File: config.mk
export PLATFORM = sky130hd
export DESIGN_NAME = mb_sync_rx_mc
export DESIGN_NICKNAME = d
export VERILOG_FILES = /design/src/rtl/mb_sync_rx_mc.sv
export SDC_FILE = /design/constraint.sdc
export NUM_CORES = 1
export LEC_CHECK = 0
export CORE_ASPECT_RATIO = 2
export CORE_MARGIN = 8
export CORE_UTILIZATION = 51
export CTS_CLUSTER_SIZE = 16
export DETAILED_ROUTE_END_ITERATION = 16
export PLACE_DENSITY = 0.79
export REMOVE_ABC_BUFFERS = 1
export SETUP_SLACK_MARGIN = 0.5
export SLEW_MARGIN = 15
export SYNTH_ARGS = -nofsm -noshare
export SYNTH_HDL_FRONTEND = slang
export SYNTH_SLANG_ARGS = --single-unit
File: constraint.sdc
create_clock -name i_dest_clock -period 2.26 [get_ports i_dest_clock]
set_input_delay 0.226 -clock i_dest_clock [delete_from_list [all_inputs] [get_ports i_dest_clock]]
set_output_delay 0.226 -clock i_dest_clock [all_outputs]
set_load 0.02 [all_outputs]
File: src/rtl/mb_sync_rx_mc.sv
// rtl/mb_sync_rx_mc.sv - multichannel toggle req/ack CDC receiver with round-robin merge
module mb_sync_rx_mc #(
    parameter int NB    = 8,
    parameter int NCH   = 4,
    parameter int NSYNC = 2,
    localparam int CW   = $clog2(NCH)
) (
    input  logic              i_dest_clock,
    input  logic              i_reset_n,
    input  logic [NCH-1:0]    i_req_tgl,
    input  logic [NCH*NB-1:0] i_data,
    output logic [NCH-1:0]    o_ack_tgl,
    output logic              o_valid,
    input  logic              i_ready,
    output logic [NB-1:0]     o_data,
    output logic [CW-1:0]     o_ch,
    input  logic              i_ovr_clr,
    output logic [NCH-1:0]    o_overrun
);

    (* ASYNC_REG = "TRUE" *) logic [NCH-1:0] sync_q [NSYNC];
    logic [NCH-1:0] req_d;
    logic [NCH-1:0] pending;
    logic [NB-1:0]  hold [NCH];
    logic [CW-1:0]  ptr;

    logic [NCH-1:0] evt, busy, cap, ovr, grant_mask, ack_flip;
    logic [CW-1:0]  grant;
    logic           found, load, accept;
    int             idx;

    // A channel is busy from capture until its word leaves the output register.
    always_comb begin
        busy = pending;
        if (o_valid) busy[o_ch] = 1'b1;
        evt = sync_q[NSYNC-1] ^ req_d;
        cap = evt & ~busy;
        ovr = evt & busy;
    end

    // First pending channel at or after the pointer, wrapping.
    always_comb begin
        grant = ptr;
        found = 1'b0;
        idx   = 0;
        for (int i = 0; i < NCH; i++) begin
            idx = int'(ptr) + i;
            if (idx >= NCH) idx = idx - NCH;
            if (!found && pending[idx]) begin
                found = 1'b1;
                grant = CW'(idx);
            end
        end
    end

    assign load       = (!o_valid || i_ready) && found;
    assign accept     = o_valid && i_ready;
    assign grant_mask = load ? (NCH'(1) << grant) : '0;
    assign ack_flip   = accept ? (NCH'(1) << o_ch) : '0;

    always_ff @(posedge i_dest_clock or negedge i_reset_n) begin
        if (!i_reset_n) begin
            for (int s = 0; s < NSYNC; s++) sync_q[s] <= '0;
            for (int c = 0; c < NCH; c++) hold[c] <= '0;
            req_d     <= '0;
            pending   <= '0;
            ptr       <= '0;
            o_valid   <= 1'b0;
            o_data    <= '0;
            o_ch      <= '0;
            o_ack_tgl <= '0;
            o_overrun <= '0;
        end else begin
            sync_q[0] <= i_req_tgl;
            for (int s = 1; s < NSYNC; s++) sync_q[s] <= sync_q[s-1];
            req_d <= sync_q[NSYNC-1];
            for (int c = 0; c < NCH; c++) begin
                if (cap[c]) hold[c] <= i_data[c*NB +: NB];
            end
            pending   <= (pending & ~grant_mask) | cap;
            o_overrun <= (o_overrun & ~{NCH{i_ovr_clr}}) | ovr;
            o_ack_tgl <= o_ack_tgl ^ ack_flip;
            if (load) begin
                o_data  <= hold[grant];
                o_ch    <= grant;
                o_valid <= 1'b1;
                ptr     <= (grant == CW'(NCH-1)) ? '0 : grant + CW'(1);
            end else if (accept) begin
                o_valid <= 1'b0;
            end
        end
    end

endmodule

==> results.tsv <==
metric	value	unit
status	complete, no violations	
synth_seq_cells	69	
syn_area_per_cell	13.23	sq um
antenna_cells	0	
routed_via_density	5.692	
finalNetCount	358	
tns	0	ns
routed_wl	7754	um
max-cap-violations	0	
hpwlAfterDp	4922	um
synth_cell_types	37	
holdWs	0.3391	ns
dr.pass1.iters	4	
core	5709	sq um
syn2layout_area_growth	44.64	%
critPathLaunch	pending[3]	
ir_drop	0.001382	V
synthArstFlopShare	100.0	%
pwr-share-seq	29.7	%
antenna_left	0	
crit_type	reg2reg	
nFillCells	353	
layoutNonFillerInstCount	380	
fin_skew	0.006309	ns
yosysSeqAreaShare	57.74	%
placed_cells	347	
synth_ff_type	dfrtp_1	
min_from	i_req_tgl[2]	
grt_start_max_net_pins	31	
hold_viol_final	0	
end_kind	register	
combPwrFrac	51.7	%
antenna_found_initial	0	
power.density	1709	nW/um^2
clkTransAtPathRegs	0.05	ns
die_w	70.15	um
grt.total_usage	17.47	%
hp-class	in2reg	
switching_power	2.620	mW
io_pins	59	
row_count	39	
place_congestion	0.9108	
cp-start-kind	register	
numCtsBuffers	9	
min_period	1.998	ns
die_area	8718	sq um
ctsHtreeMaxLevel	3	
slew_headroom	64.53	%
vias	2163	
port_buffers	58	
utilization	75.76	%
p_total	7.393	mW
worstPathArrival	2.22	ns
swShare	35.44	%
p_clk_share	18.5	%
grt_pass1_wl	12010	um
p_int	4.773	mW
synth_cells	226	
r2r_start	pending[3]	
clock_latency	0.33	ns
clock_sinks	69	
synth.area.top_cells	dfrtp_1 58%, mux2_2 15%, a211o_1 2.6%	
timing.final.crit_share	88.39	%
synth_area	2990	sq um
required	2.48	ns
grt.overflow.total	0	
drc	0	
yosysTopAreaCellShare	57.74	%
start_util	52.38	%
yosys_warnings	0	
synth_largest_area_cell	dfrtp_1	
fmax	0.5006	GHz
ctsLongestPathBuffers	2	
grt_pass1_vias	2379	
worst_pin_slew	0.5280	ns
synth_edf_count	0	
finalSetupViolCount	0	
wl_per_cell	20.41	um
layout-drive-gt1-share	36.36	%
slew_viol_final	0	
cts_tree	built	
cts_root_buf	clkbuf_16	
die_h	124.3	um
path_max_fanout	8	
rsz0062_at_grt	yes	
leakagePower	1.835	nW
drt_iter0_drc	84	
==> cells by family (layout without fill, tap and decap cells) <==
kind of cell    Yosys count  count (layout)  synth area share, %
xor+xnor                  8               8                2.343
flops                    69              69                57.74
compound gates           43              43                11.72
fa+ha+maj                 4               4                1.674
buf+inv                  21             114                3.724
mux                      42              42                15.94
simple gates             39              39                6.862
==> sequential cells by signal (all words and copies together) (netlist names) <==
| register | flops |
|---|---|
| hold | 32 |
| o_data | 8 |
| sync_q | 8 |
| o_ack_tgl | 4 |
| o_overrun | 4 |
| pending | 4 |
| req_d | 4 |
| o_ch | 2 |
| ptr | 2 |
| o_valid | 1 |
==> power by group through the flow <==
stage	registers (mW)	logic, mW	clock network [mW]
global route	2.26	4.08	1.45
CTS	2.15	3.41	1.39
floorplan	2.28	1.56	0
global placement	2.16	2.69	0
detailed placement	2.16	2.77	0
finish	2.20	3.82	1.37
==> cell usage after synthesis (all sizes together) (2+ instances only) <==
master and number:
a21oi 3, clkinv 2, mux2 42, nand2b 2, inv 9, dfrtp 69
a211oi 8, xor2 2, a21o 3, xnor2 6, o221a 8, a31oi 2
nor3b 2, nor3 5, ha 4, o22ai 4, nand2 17, a211o 9
o21ai 3, buf 6, clkbuf 4, nor2 5, nor2b 4
==> layer usage <==
metal	up-vias	part of all wire (%)	wire length, um	track usage [%]
met5	-	0	0	0
met4	0	3.5	274	9.405
met3	24	3.7	285	5.343
met2	61	57	4403	30.72
met1	1083	36	2790	17.63
li1	995	-	-	-
==> timing repair <==
action	4_1_cts	5_1_grt
pin swaps	5	12
endpoints found under the setup margin	21	15
hold endpoints to repair	23	0
cloned	1	0
gates resized for setup	21	25
buffers inserted	9	6
hold buffers	1	0
==> layout by cell type (no fill, tap or decap), types with 2 or more instances in the layout <==
master and instances:
a21oi_1 2, nand2b_1 2, nor2b_1 2, o221a_1 7, buf_4 19, o21ai_0 2
a211oi_1 8, clkdlybuf4s50_1 57, a31oi_1 2, buf_12 3, nor2b_4 2, nor3_1 3
dfrtp_2 6, o22ai_1 4, clkbuf_16 9, a211o_1 8, dfrtp_1 63, a21o_1 3
buf_6 5, mux2_4 2, xor2_1 2, clkinv_2 4, mux2_2 40, ha_4 3
nand2_2 5, clkinv_1 2, nand2_1 12, xnor2_1 6, nor2_1 4, inv_1 7
==> cell type report <==
type	instances	area, sq um	area share, %
inverter	11	58.81	1.360
multi-input combinational	136	1291	29.85
tap	61	76.32	1.765
clock buffer	11	242.7	5.612
timing repair buffer	87	872.1	20.16
clock inverter	5	50.05	1.157
sequential	69	1734	40.09
==> path summary, 6_finish.rpt <==
kind,to,slack (ns),depth (start not counted)
max in group asynchronous,pending[1],1.06,3
worst min-delay path,sync_q[6],0.34,1
worst min register to register,sync_q[1],0.36,0
min in group asynchronous,hold[13],0.41,2
worst max-delay path,o_data[6],0.26,6
worst max register to register,o_data[6],0.26,6
==> worst max-delay path: stages (launching register included) <==
cell and delay [ns]:
dfrtp_2 0.52, nand2_1 0.13, o2bb2ai_2 0.16, a211o_4 0.40
buf_12 0.16, mux2_4 0.30, o221a_4 0.21
==> stage by stage <==
step | cell area [sq um] | setup slack (ns)
final | 4325 | 0.2624
after CTS | 4194 | 0.3554
after detailed placement | 3687 | 0.1978
after floorplan | 2920 | 0.03193
after global placement | 3687 | 0.2333
after global routing | 4325 | 0.2272
No activity file was read; power rests on OpenSTA's default activity.
